File: config.mk
export PLATFORM = sky130hd
export DESIGN_NAME = mc_ctrl_hs_flat
export DESIGN_NICKNAME = d
export VERILOG_FILES = /design/src/rtl/mc_ctrl_hs_if.sv /design/src/rtl/mc_ctrl_hs.sv /design/src/flat_wrapper.sv
export SDC_FILE = /design/constraint.sdc
export NUM_CORES = 1
export LEC_CHECK = 0
export CORE_MARGIN = 4
export CORE_UTILIZATION = 45
export CTS_CLUSTER_DIAMETER = 100
export DETAILED_ROUTE_END_ITERATION = 10
export PLACE_DENSITY = 0.82
export SYNTH_ARGS = -nofsm -noshare
export SYNTH_HDL_FRONTEND = slang
export SYNTH_SLANG_ARGS = --single-unit
export TNS_END_PERCENT = 20
File: constraint.sdc
create_clock -name clk -period 3.6 [get_ports clk]
set_input_delay 0.9 -clock clk [delete_from_list [all_inputs] [get_ports clk]]
set_output_delay 0.9 -clock clk [all_outputs]
set_load 0.01 [all_outputs]
File: src/rtl/mc_ctrl_hs_if.sv
// rtl/mc_ctrl_hs_if.sv - request/ready handshake bundle between the controller and the instruction/data memories
interface mc_ctrl_hs_if;
   logic imem_req;
   logic imem_ready;
   logic mem_rd;
   logic mem_wr;
   logic byte_en;
   logic dmem_ready;

   modport master (
      output imem_req, mem_rd, mem_wr, byte_en,
      input  imem_ready, dmem_ready
   );

   modport slave (
      input  imem_req, mem_rd, mem_wr, byte_en,
      output imem_ready, dmem_ready
   );
endinterface

File: src/rtl/mc_ctrl_hs.sv
// rtl/mc_ctrl_hs.sv - multicycle MIPS control unit with variable-latency memory handshakes
// Optional macro ILLEGAL_TRAP_EN: illegal instructions halt in TRAP instead of retiring as NOP.
module mc_ctrl_hs #(
   parameter int CNT_W    = 32,
   parameter int WAIT_MAX = 8
) (
   input  logic             clk,
   input  logic             rst,
   mc_ctrl_hs_if.master     io_mem,
   input  logic [31:0]      i_instr,
   input  logic             i_zero,
   output logic             o_ir_wr,
   output logic             o_pc_wr,
   output logic             o_reg_wr,
   output logic [1:0]       o_reg_dst,
   output logic [1:0]       o_wb_sel,
   output logic             o_alu_src,
   output logic [1:0]       o_ext_op,
   output logic [1:0]       o_npc_sel,
   output logic [3:0]       o_alu_ctr,
   output logic [2:0]       o_state,
   output logic             o_bus_err,
   output logic [CNT_W-1:0] o_instr_cnt,
   output logic             o_trap
);

   typedef enum logic [2:0] {
      S_IF   = 3'd0,
      S_DCD  = 3'd1,
      S_EXE  = 3'd2,
      S_MEM  = 3'd3,
      S_WB   = 3'd4,
      S_TRAP = 3'd5
   } state_t;

   localparam logic [5:0] OP_RTYPE = 6'h00, OP_J    = 6'h02, OP_JAL   = 6'h03;
   localparam logic [5:0] OP_BEQ   = 6'h04, OP_BNE  = 6'h05, OP_ADDI  = 6'h08;
   localparam logic [5:0] OP_ADDIU = 6'h09, OP_ORI  = 6'h0D, OP_LUI   = 6'h0F;
   localparam logic [5:0] OP_LB    = 6'h20, OP_LW   = 6'h23, OP_SB    = 6'h28, OP_SW = 6'h2B;
   localparam logic [5:0] FN_JR    = 6'h08, FN_JALR = 6'h09, FN_ADDU  = 6'h21;
   localparam logic [5:0] FN_SUBU  = 6'h23, FN_SLT  = 6'h2A;

   localparam logic [3:0] ALU_ADD = 4'd0, ALU_SUB = 4'd1, ALU_OR = 4'd2, ALU_SLT = 4'd4;
   localparam logic [1:0] EXT_SIGN = 2'd1, EXT_LUI = 2'd2;
   localparam logic [1:0] NPC_SEQ = 2'd0, NPC_BR = 2'd1, NPC_JUMP = 2'd2, NPC_REG = 2'd3;
   localparam logic [1:0] WB_MEM = 2'd1, WB_PC4 = 2'd2;
   localparam logic [1:0] RD_RD = 2'd1, RD_RA = 2'd2;

`ifdef ILLEGAL_TRAP_EN
   localparam state_t S_ILLEGAL = S_TRAP;
`else
   localparam state_t S_ILLEGAL = S_IF;
`endif

   state_t           r_state;
   state_t           w_next;
   logic [CNT_W-1:0] r_instr_cnt;
   logic [7:0]       r_wait;
   logic             r_bus_err;

   logic w_imem_req, w_mem_rd, w_mem_wr, w_byte_en;
   logic w_waiting;

   wire [5:0] w_op    = i_instr[31:26];
   wire [5:0] w_funct = i_instr[5:0];
   wire       w_unused_fields = &{1'b0, i_instr[25:6]};

   wire w_rtype = (w_op == OP_RTYPE);
   wire w_addu  = w_rtype && (w_funct == FN_ADDU);
   wire w_subu  = w_rtype && (w_funct == FN_SUBU);
   wire w_slt   = w_rtype && (w_funct == FN_SLT);
   wire w_jr    = w_rtype && (w_funct == FN_JR);
   wire w_jalr  = w_rtype && (w_funct == FN_JALR);
   wire w_j     = (w_op == OP_J);
   wire w_jal   = (w_op == OP_JAL);
   wire w_beq   = (w_op == OP_BEQ);
   wire w_bne   = (w_op == OP_BNE);
   wire w_addi  = (w_op == OP_ADDI);
   wire w_addiu = (w_op == OP_ADDIU);
   wire w_ori   = (w_op == OP_ORI);
   wire w_lui   = (w_op == OP_LUI);
   wire w_lw    = (w_op == OP_LW);
   wire w_lb    = (w_op == OP_LB);
   wire w_sw    = (w_op == OP_SW);
   wire w_sb    = (w_op == OP_SB);

   wire w_is_load   = w_lw | w_lb;
   wire w_is_store  = w_sw | w_sb;
   wire w_is_mem    = w_is_load | w_is_store;
   wire w_is_byte   = w_lb | w_sb;
   wire w_is_br     = w_beq | w_bne;
   wire w_rtype_alu = w_addu | w_subu | w_slt;
   wire w_itype_alu = w_ori | w_addi | w_addiu | w_lui;
   wire w_br_taken  = (w_beq & i_zero) | (w_bne & ~i_zero);
   wire w_legal     = w_rtype_alu | w_jr | w_jalr | w_itype_alu | w_is_mem |
                      w_is_br | w_j | w_jal;

   always_ff @(posedge clk or posedge rst) begin
      if (rst) r_state <= S_IF;
      else     r_state <= w_next;
   end

   always_comb begin
      w_next = r_state;
      case (r_state)
         S_IF:  if (io_mem.imem_ready) w_next = S_DCD;
         S_DCD: begin
            if (!w_legal)   w_next = S_ILLEGAL;
            else if (w_jal) w_next = S_WB;
            else if (w_j)   w_next = S_IF;
            else            w_next = S_EXE;
         end
         S_EXE: begin
            if (w_is_br || w_jr) w_next = S_IF;
            else if (w_is_mem)   w_next = S_MEM;
            else                 w_next = S_WB;
         end
         S_MEM: if (io_mem.dmem_ready) w_next = w_is_store ? S_IF : S_WB;
         S_WB:  w_next = S_IF;
`ifdef ILLEGAL_TRAP_EN
         S_TRAP: w_next = S_TRAP;
`endif
         default: w_next = S_IF;
      endcase
   end

   always_comb begin
      o_ir_wr    = 1'b0;
      o_pc_wr    = 1'b0;
      o_reg_wr   = 1'b0;
      o_reg_dst  = 2'd0;
      o_wb_sel   = 2'd0;
      o_alu_src  = 1'b0;
      o_ext_op   = 2'd0;
      o_npc_sel  = NPC_SEQ;
      o_alu_ctr  = ALU_ADD;
      w_imem_req = 1'b0;
      w_mem_rd   = 1'b0;
      w_mem_wr   = 1'b0;
      w_byte_en  = 1'b0;
      // ALU/extender selects stay stable from EXE through WB so the datapath sees no glitch mid-access
      if (r_state == S_EXE || r_state == S_MEM || r_state == S_WB) begin
         o_alu_src = w_is_mem | w_itype_alu;
         if (w_lui) o_ext_op = EXT_LUI;
         else if (w_addi | w_addiu | w_slt | w_is_mem | w_is_br) o_ext_op = EXT_SIGN;
         if (w_subu | w_is_br) o_alu_ctr = ALU_SUB;
         else if (w_ori)       o_alu_ctr = ALU_OR;
         else if (w_slt)       o_alu_ctr = ALU_SLT;
      end
      case (r_state)
         S_IF: begin
            w_imem_req = 1'b1;
            o_ir_wr    = io_mem.imem_ready & ~rst;
         end
         S_DCD: begin
            if (!w_legal) begin
`ifndef ILLEGAL_TRAP_EN
               o_pc_wr   = 1'b1;
               o_npc_sel = NPC_SEQ;
`endif
            end else if (w_j) begin
               o_pc_wr   = 1'b1;
               o_npc_sel = NPC_JUMP;
            end
         end
         S_EXE: begin
            if (w_is_br) begin
               o_pc_wr   = 1'b1;
               o_npc_sel = w_br_taken ? NPC_BR : NPC_SEQ;
            end else if (w_jr) begin
               o_pc_wr   = 1'b1;
               o_npc_sel = NPC_REG;
            end
         end
         S_MEM: begin
            w_mem_rd  = w_is_load;
            w_mem_wr  = w_is_store;
            w_byte_en = w_is_byte;
            if (io_mem.dmem_ready && w_is_store) o_pc_wr = 1'b1;
         end
         S_WB: begin
            o_reg_wr  = 1'b1;
            o_pc_wr   = 1'b1;
            w_byte_en = w_lb;
            if (w_jal)       o_npc_sel = NPC_JUMP;
            else if (w_jalr) o_npc_sel = NPC_REG;
            if (w_jal | w_jalr) o_wb_sel = WB_PC4;
            else if (w_is_load) o_wb_sel = WB_MEM;
            if (w_jal)                      o_reg_dst = RD_RA;
            else if (w_jalr | w_rtype_alu)  o_reg_dst = RD_RD;
         end
         default: ;
      endcase
   end

   assign w_waiting = ((r_state == S_IF)  && !io_mem.imem_ready) ||
                      ((r_state == S_MEM) && !io_mem.dmem_ready);

   always_ff @(posedge clk or posedge rst) begin
      if (rst) begin
         r_instr_cnt <= '0;
         r_wait      <= 8'd0;
         r_bus_err   <= 1'b0;
      end else begin
         if (o_pc_wr) r_instr_cnt <= r_instr_cnt + CNT_W'(1);
         // Counter saturates at WAIT_MAX; the flag is sticky and the FSM keeps waiting
         if (w_waiting) begin
            if (r_wait != 8'(WAIT_MAX)) r_wait <= r_wait + 8'd1;
            if (r_wait == 8'(WAIT_MAX - 1)) r_bus_err <= 1'b1;
         end else begin
            r_wait <= 8'd0;
         end
      end
   end

   assign io_mem.imem_req = w_imem_req;
   assign io_mem.mem_rd   = w_mem_rd;
   assign io_mem.mem_wr   = w_mem_wr;
   assign io_mem.byte_en  = w_byte_en;
   assign o_state         = r_state;
   assign o_bus_err       = r_bus_err;
   assign o_instr_cnt     = r_instr_cnt;
`ifdef ILLEGAL_TRAP_EN
   assign o_trap = (r_state == S_TRAP);
`else
   assign o_trap = 1'b0;
`endif

endmodule
File: src/flat_wrapper.sv
// flat-port wrapper written by rule: the top's interface ports become plain ports
module mc_ctrl_hs_flat 
#(
   parameter int CNT_W    = 32,
   parameter int WAIT_MAX = 8
)
  (clk, rst, i_instr, i_zero, o_ir_wr, o_pc_wr, o_reg_wr, o_reg_dst, o_wb_sel, o_alu_src, o_ext_op, o_npc_sel, o_alu_ctr, o_state, o_bus_err, o_instr_cnt, o_trap, io_mem_imem_req, io_mem_mem_rd, io_mem_mem_wr, io_mem_byte_en, io_mem_imem_ready, io_mem_dmem_ready);
  mc_ctrl_hs_if io_mem_i ();
  input  logic clk;
  input  logic rst;
  input  logic [31:0] i_instr;
  input  logic i_zero;
  output logic o_ir_wr;
  output logic o_pc_wr;
  output logic o_reg_wr;
  output logic [1:0] o_reg_dst;
  output logic [1:0] o_wb_sel;
  output logic o_alu_src;
  output logic [1:0] o_ext_op;
  output logic [1:0] o_npc_sel;
  output logic [3:0] o_alu_ctr;
  output logic [2:0] o_state;
  output logic o_bus_err;
  output logic [CNT_W-1:0] o_instr_cnt;
  output logic o_trap;
  output wire logic [$bits(io_mem_i.imem_req)-1:0] io_mem_imem_req;
  output wire logic [$bits(io_mem_i.mem_rd)-1:0] io_mem_mem_rd;
  output wire logic [$bits(io_mem_i.mem_wr)-1:0] io_mem_mem_wr;
  output wire logic [$bits(io_mem_i.byte_en)-1:0] io_mem_byte_en;
  input wire logic [$bits(io_mem_i.imem_ready)-1:0] io_mem_imem_ready;
  input wire logic [$bits(io_mem_i.dmem_ready)-1:0] io_mem_dmem_ready;
  assign io_mem_imem_req = io_mem_i.imem_req;
  assign io_mem_mem_rd = io_mem_i.mem_rd;
  assign io_mem_mem_wr = io_mem_i.mem_wr;
  assign io_mem_byte_en = io_mem_i.byte_en;
  assign io_mem_i.imem_ready = io_mem_imem_ready;
  assign io_mem_i.dmem_ready = io_mem_dmem_ready;
  mc_ctrl_hs #(.CNT_W(CNT_W), .WAIT_MAX(WAIT_MAX)) u_core (.clk(clk), .rst(rst), .io_mem(io_mem_i), .i_instr(i_instr), .i_zero(i_zero), .o_ir_wr(o_ir_wr), .o_pc_wr(o_pc_wr), .o_reg_wr(o_reg_wr), .o_reg_dst(o_reg_dst), .o_wb_sel(o_wb_sel), .o_alu_src(o_alu_src), .o_ext_op(o_ext_op), .o_npc_sel(o_npc_sel), .o_alu_ctr(o_alu_ctr), .o_state(o_state), .o_bus_err(o_bus_err), .o_instr_cnt(o_instr_cnt), .o_trap(o_trap));
endmodule
Word level (Yosys, flattened, before mapping)
Index checks and enable logic that the tools add are counted.
Storage, ports and cells
  register bits: 44
  output and inout port bits: 57
Cells by class
  $add $sub $neg: 2
  equal/unequal tests: 26
  multiplexer cells: 45
  bitwise logic cells: 31
  reductions and logical operators: 18
Operators with widths (count)
  6-bit equality test (second input constant): 7
  6-bit by 4-bit equality test with 1-bit output (second input constant): 6
  32-bit by 1-bit adder with 32-bit output (second input constant): 1
  2-bit 2-to-1 mux: 13
  1-bit OR: 26
  3-bit 2-to-1 mux: 8
  8-bit 2-to-1 mux: 2
  1-bit 2-to-1 mux: 15
  6-bit by 2-bit equality test with 1-bit output (second input constant): 2
  6-bit by 3-bit equality test with 1-bit output (second input constant): 2
  4-bit 2-to-1 mux: 3
  3-bit case mux with 4 select lines: 1
  8-bit by 1-bit adder with 8-bit output (second input constant): 1
  8-bit by 3-bit equality test with 1-bit output (second input constant): 1
  1-bit logical AND: 8
  8-bit by 4-bit inequality test with 1-bit output (second input constant): 1
  3-bit by 2-bit equality test with 1-bit output (second input constant): 2
  6-bit zero test: 1
  2-bit inequality test (second input constant): 3
  2-bit case mux with 3 select lines: 1
  1-bit logical OR: 4
  1-bit case mux with 4 select lines: 1
  2-bit AND reduction: 2
  1-bit AND: 3
  other kinds (6): 8

Logic depth before layout (Yosys ltp)
Gate-level depths: netlist of run 1.
  depth after elaboration: 13
  depth in mapped cells: 9

Worst setup path before layout of run 1
Ideal clock, no wire load.
  path type: in2out
  start: in i_instr[28]
  end: out o_pc_wr
  arrival time: 2.308 ns
  slack: 0.392 ns
  stages: 7
  buffers on the path: 2
  cells stage by stage: buf_4 nor4_1 nand3_1 o221ai_1 o2111a_1 buf_6 clkinv_1
On the way
  word-level cells in the longest chain between the ends: 13
  elaborated cells between the ends (all ways): 41
  those cells by class: 12 x eq/ne; 6 x mux; 16 x bitwise; 7 x reduce/logical
RTL lines
  from (decl): RTL line flat_wrapper.sv:11  | input logic [31:0] i_instr;
  6-bit zero test: RTL line mc_ctrl_hs.sv:68  | wire w_rtype = (w_op == OP_RTYPE);
  1-bit logical AND (on tied branches): RTL line mc_ctrl_hs.sv:69, mc_ctrl_hs.sv:70
  1-bit OR (2 in a row): RTL line mc_ctrl_hs.sv:92  | wire w_rtype_alu = w_addu | w_subu | w_slt;
  1-bit OR (5 in a row): RTL line mc_ctrl_hs.sv:95  | wire w_legal = w_rtype_alu | w_jr | w_jalr | w_itype_alu | w_is_mem |
  1-bit OR (2 in a row): RTL line mc_ctrl_hs.sv:96  | w_is_br | w_j | w_jal;
  1-bit 2-to-1 mux: RTL line mc_ctrl_hs.sv:156  | if (!w_legal) begin
  1-bit case mux with 4 select lines (*): RTL line mc_ctrl_hs.sv:150  | case (r_state)
  to (decl): RTL line flat_wrapper.sv:14  | output logic o_pc_wr;
Mark *: on every way between the ends. The rest lies on a longest branch, timed or not.

Worst setup path after layout of run 1
  start: in i_instr[31]
  end: out o_alu_ctr[1]
On the way
  word-level cells in the longest chain between the ends: 5
  elaborated cells between the ends (all ways): 10
  those cells by class: 3 x eq/ne; 3 x mux; 2 x bitwise; 2 x reduce/logical
RTL lines
  6-bit by 3-bit equality test with 1-bit output (tied with other cells): RTL line mc_ctrl_hs.sv:76  | wire w_beq = (w_op == OP_BEQ);
  1-bit OR or 1-bit logical AND (tied branches): RTL line mc_ctrl_hs.sv:91, mc_ctrl_hs.sv:70
  1-bit OR: RTL line mc_ctrl_hs.sv:146  | if (w_subu | w_is_br) o_alu_ctr = ALU_SUB;
  4-bit 2-to-1 mux (*): RTL line mc_ctrl_hs.sv:146
  4-bit 2-to-1 mux (*): RTL line mc_ctrl_hs.sv:142  | if (r_state == S_EXE || r_state == S_MEM || r_state == S_WB) begin
  to (decl): RTL line flat_wrapper.sv:21  | output logic [3:0] o_alu_ctr;
Marks and branches as above.

==> results of run 1 <==
## state kept, by name (all words and copies together), names as in the netlist
signal and flops:
u_core.o_instr_cnt 32, u_core.o_bus_err 1, u_core.r_wait 8, u_core.o_state 3
## stage by stage
| step | instance area [µm²] | setup TNS [ns] | hold WS [ns] | setup slack (ns) | util, % |
|---|---|---|---|---|---|
| floorplan | 2600 | 0 | 0.496 | 0.392 | - |
| global placement | 3540 | -2.85 | 0.454 | -0.391 | 64.0 |
| detailed placement | 3540 | -3.04 | 0.457 | -0.418 | 64.0 |
| CTS | 3690 | -0.159 | 0.476 | -0.159 | 66.7 |
| global route | 3750 | -0.219 | 0.511 | -0.107 | 67.7 |
| finish | 3750 | 0 | 0.470 | 0.00510 | 67.7 |
## Yosys cell counts, drive strengths merged (4+ instances only)
cell type	number
nand2	23
buf	8
nand3	18
dfrtp	44
inv	10
nor3b	5
nor3	14
xor2	32
a21oi	6
nor4	8
o21ai	5
and3	12
nor4b	4
nor2	31
nor2b	4
and4	6
nand4	14
xnor2	7
## cell families (layout without fill, tap and decap cells)
family,after synthesis,count (layout),synth area share [%]
flip-flops,44,44,42.3
buffers and inverters,22,120,4.33
other,1,2,0.144
XOR/XNOR,39,39,13.1
multiplexers,1,1,0.385
adder cells (fa/ha/maj),3,3,1.44
AO/OA/AOI/OAI,25,25,6.64
AND/OR/NAND/NOR,151,151,31.6
## critical path, cell delays in order
cell	delay (ns)
clkdlybuf4s50_1	0.43
buf_4	0.16
nor2_1	0.13
buf_4	0.12
nand4_1	0.15
nor3_1	0.23
clkdlybuf4s50_1	0.57
## report_power, final
part | switching, mW | internal (mW)
registers | 0.0920 | 0.551
clock network | 0.169 | 0.227
logic | 0.305 | 0.266
total | 0.566 | 1.04
## repair_timing
item / in CTS / in global routing
setup buffers: 2 / 0
endpoints found under the setup margin: 12 / 12
resized for setup: 22 / 13
pin swaps: 4 / 5
hold buffers: 0 / 0
## final cells by class
| class | count | area, µm² |
|---|---|---|
| fill | 480 | 1790 |
| multi-input combinational | 221 | 1460 |
| sequential | 44 | 1100 |
| timing repair buffer | 101 | 940 |
| tap | 72 | 90.1 |
| clock buffer | 6 | 82.6 |
| inverter | 11 | 42.5 |
| clock inverter | 2 | 38.8 |
## final timing paths
kind                                               end
worst min-delay path                  u_core.o_bus_err
worst min register to register        u_core.o_bus_err
min in group asynchronous       u_core.o_instr_cnt[14]
worst max register to register  u_core.o_instr_cnt[31]
worst max-delay path                      o_alu_ctr[1]
max in group asynchronous            u_core.o_state[1]
## metal layers
metal,global-route usage (%),vias to the layer above,share of wire [%]
li1,-,1209,-
met1,26.9,1241,44
met2,33.9,81,49
met3,3.75,10,5.2
met4,5.99,0,1.8
met5,0,-,0
==> out/qor.txt, run 1 <==
antenna-violating nets left: 0
drt pass-1 iters: 4
Power, Total: 1.61 mW
Mapped Avg Cell Area: 9.09 µm²
min Tclk post-route: 3.59 ns
CTS buffer count: 5
Die Height: 84.0 µm
vias in the first global route: 2,543
Iter 0 DRT Violations: 152
initial antenna violation count: 0
total die area: 7060 µm²
Worst R2R Path Depth: 6
R2R Setup Slk: 1.32 ns
diode count: 0
final hold violation count: 0
dpl hpwl: 5200 µm
Pwr Density: 429 nW/µm²
hold depth: 2
Post-Place Cells: 447
vias: 2,541
final setup vio count: 0
vias per cell: 5.56
status: finished, final reports clean
Setup Crit Path Kind: input pin to output port
H-Tree Depth: 2
Clock transition at path regs: 0.08 ns
data required time at the worst endpoint: 2.70 ns
Mapped Cells: 286
clock skew: 0.0122 ns
Avg WL per Cell: 15.9 µm
max frequency: 0.278 GHz
PortBufs: 71
Overflow after GRT: 0
largest net degree at the start of global routing: 45
crit path max fanout: 5
mapped cell area: 2600 µm²
Placeable Area: 5540 µm²
FF-to-FF Start: u_core.o_instr_cnt[6]
Worst Hold Launch: u_core.o_bus_err
Worst setup EP type: output port
Critical path origin: i_instr[31]
layout cells sized above 1: 13.5%
Pins Over Slew Limit: 0
Synth area leaders: dfrtp_1 (42%), xor2_1 (11%), nor2_1 (4.5%), nand3_1 (3.5%), nand4_1 (3.4%)
max_cap viols: 0
number of enable flip-flop cells after synthesis: 0
# IOs: 94
Yosys cell types: 48
CTS tree: built
period utilization: 99.9%
DRC viols: 0
CP arrival: 2.69 ns
area grow syn2layout: 44.3%
asr flop ratio synth: 100%
sequential area share after synthesis: 42.3%
most common cell after layout, fill and taps aside: clkdlybuf4s50_1
worst slew margin relative to its limit: 61.1%
Leak Pwr: 1.63 nW
CTS Root Cell: clkbuf_8
starting density of the core: 46.9%
HP Class: flip-flop to flip-flop
top_reg_cell synth: dfrtp_1
Num Clock Sinks: 44
post-synth top area share: 42.3%
Final Net Count: 424
placement row count: 27
Max Buffers Root-to-Sink: 2
die width: 84.0 µm
GR Util All Layers: 20.3%
yosys warns: 0
post-synthesis register bit count: 44
Non-Filler Instances: 457
startpoint type of the worst setup path: input pin
first-pass GRT wire length: 11,800 µm
clock latency on the worst-skew pair: 0.30 ns
RSZ-0062 raised after global routing: true
cell taking the most area after synthesis: dfrtp_1
Peak VDD IR: 0.000360 V
most frequent cells in the layout: clkdlybuf4s50_1 (53), dfrtp_1 (44), xor2_1 (32)
Post-Route WL: 7280 µm
Least-Margin Pin Slew: 0.581 ns
Placer Congestion: 0.912
Power figures use the tool's default switching activity.
==> run 2, diff against run 1 <==
--- a/config.mk
+++ b/config.mk
@@ -9,6 +9,7 @@
 export CORE_UTILIZATION = 45
 export CTS_CLUSTER_DIAMETER = 100
 export DETAILED_ROUTE_END_ITERATION = 10
+export MAX_ROUTING_LAYER = met4
 export PLACE_DENSITY = 0.82
 export SYNTH_ARGS = -nofsm -noshare
 export SYNTH_HDL_FRONTEND = slang
==> out/qor.txt, run 2 (synthesized netlist as in run 1, its figures left out) <==
status: complete, but fails checks
violated checks: negative setup slack
R2R Setup Slk: 1.36 ns
starting density of the core: 46.9%
max frequency: 0.275 GHz
Setup Crit Path Kind: input pin to output port
Final Net Count: 425
Pwr Density: 441 nW/µm²
FF-to-FF Start: u_core.o_instr_cnt[6]
Peak VDD IR: 0.000378 V
dpl hpwl: 5100 µm
vias in the first global route: 2,489
first-pass GRT wire length: 11,900 µm
area grow syn2layout: 44.4%
Leak Pwr: 1.63 nW
clock skew: 0.00859 ns
# IOs: 94
Overflow after GRT: 0
CTS Root Cell: clkbuf_8
Placer Congestion: 0.921
CTS buffer count: 5
final core utilization: 67.8%
Placeable Area: 5540 µm²
total die area: 7060 µm²
DRC viols: 0
diode count: 0
final hold violation count: 0
drt pass-1 iters: 4
RSZ-0062 raised after global routing: true
placement row count: 27
initial antenna violation count: 0
Final Worst Setup Slack: -0.0420 ns
die width: 84.0 µm
antenna-violating nets left: 0
CP arrival: 2.74 ns
Cell Area, Placed: 3550 µm²
vias per cell: 5.56
Worst setup endpoint: o_pc_wr
most frequent cells in the layout: clkdlybuf4s50_1 (55), dfrtp_1 (44), xor2_1 (32)
layout cells sized above 1: 14.8%
min Tclk post-route: 3.64 ns
Num Clock Sinks: 44
Critical path origin: i_instr[2]
Filler Cell Count: 447
final setup vio count: 1
Reg area: 1100 µm²
Pins Over Slew Limit: 0
max_cap viols: 0
most common cell after layout, fill and taps aside: clkdlybuf4s50_1
CTS tree: built
crit path max fanout: 2
H-Tree Depth: 2
largest net degree at the start of global routing: 45
period utilization: 101%
Worst R2R Path Depth: 6
Multi-input gate area: 1460 µm²
Clock transition at path regs: 0.08 ns
Max Buffers Root-to-Sink: 2
Worst setup EP type: output port
Post-Route Setup TNS: -0.0420 ns
vias: 2,542
Avg WL per Cell: 15.5 µm
Non-Filler Instances: 457
Hold Worst Slack: 0.476 ns
worst slew margin relative to its limit: 62.1%
worst flop-to-flop path endpoint: u_core.o_instr_cnt[30]
fin area: 3750 µm²
Least-Margin Pin Slew: 0.566 ns
Post-Route WL: 7080 µm
pre-CTS WS: -0.407 ns
Die Height: 84.0 µm
max reg flops: 32
PortBufs: 71
HP Class: flip-flop to flip-flop
startpoint type of the worst setup path: input pin
Post-Place Cells: 448
GR Util All Layers: 20.8%
clock latency on the worst-skew pair: 0.29 ns
Power, Total: 1.65 mW
Iter 0 DRT Violations: 148
data required time at the worst endpoint: 2.70 ns
[run 2: cell types whose count changed in the layout (fill, tap and decap cells not counted), sizes merged]
| cell | previous run | this run |
|---|---|---|
| buf | 31 | 32 |
| bufinv | 1 | 2 |
| clkbuf | 6 | 7 |
| clkdlybuf4s50 | 53 | 55 |
| clkinv | 3 | 2 |
| dlygate4sd2 | 10 | 8 |
| dlymetal6s2s | 6 | 4 |
[run 2: what timing repair did]
| item | 4_1_cts | 5_1_grt |
|---|---|---|
| endpoints found under the setup margin | 13 | 11 |
| resized for setup | 25 | 14 |
| hold buffers | 0 | 0 |
| setup buffers | 2 | 0 |
| pin swaps | 3 | 3 |
[run 2: cell type report]
cell class	instances	area share, %
clock buffers	5	1.83
clock inverters	2	1.60
inverters	11	1.13
multi-input cells	221	38.8
flip-flops and latches	44	29.3
well taps	72	2.40
repair buffers	102	24.9
[run 2: where the power goes]
part	switching (mW)	total, mW	internal (mW)
Sequential	0.0913	0.642	0.551
Combinational	0.312	0.579	0.267
Clock	0.159	0.432	0.273
Total	0.563	1.65	1.09
[run 2: worst max-delay path: stages]
cell and delay (ns):
clkdlybuf4s50_1 0.43, nor4_2 0.34, buf_4 0.16, buf_4 0.11, nand3_4 0.08, o221ai_2 0.23, o2111a_1 0.27, clkinv_2 0.09
buf_6 0.13
[run 2: worst min path at each step]
stage / end / from / slack [ns] / cells after the start
after floorplan: u_core.r_wait[7] / u_core.r_wait[7] / 0.50 / 2
after global placement: u_core.o_bus_err / u_core.o_bus_err / 0.45 / 2
after detailed placement: u_core.o_bus_err / u_core.o_bus_err / 0.46 / 2
after CTS: u_core.o_instr_cnt[31] / u_core.o_instr_cnt[31] / 0.49 / 1
after global routing: u_core.o_instr_cnt[25] / u_core.o_instr_cnt[25] / 0.52 / 1
final: u_core.o_instr_cnt[31] / u_core.o_instr_cnt[31] / 0.48 / 1
[run 2: routing by layer]
| layer | vias to the layer above | share of wire [%] | global-route usage (%) |
|---|---|---|---|
| li1 | 1217 | - | - |
| met1 | 1232 | 44 | 27.9 |
| met2 | 83 | 49 | 32.5 |
| met3 | 10 | 5.2 | 4.05 |
| met4 | 0 | 1.4 | 5.12 |
| met5 | - | 0 | - |
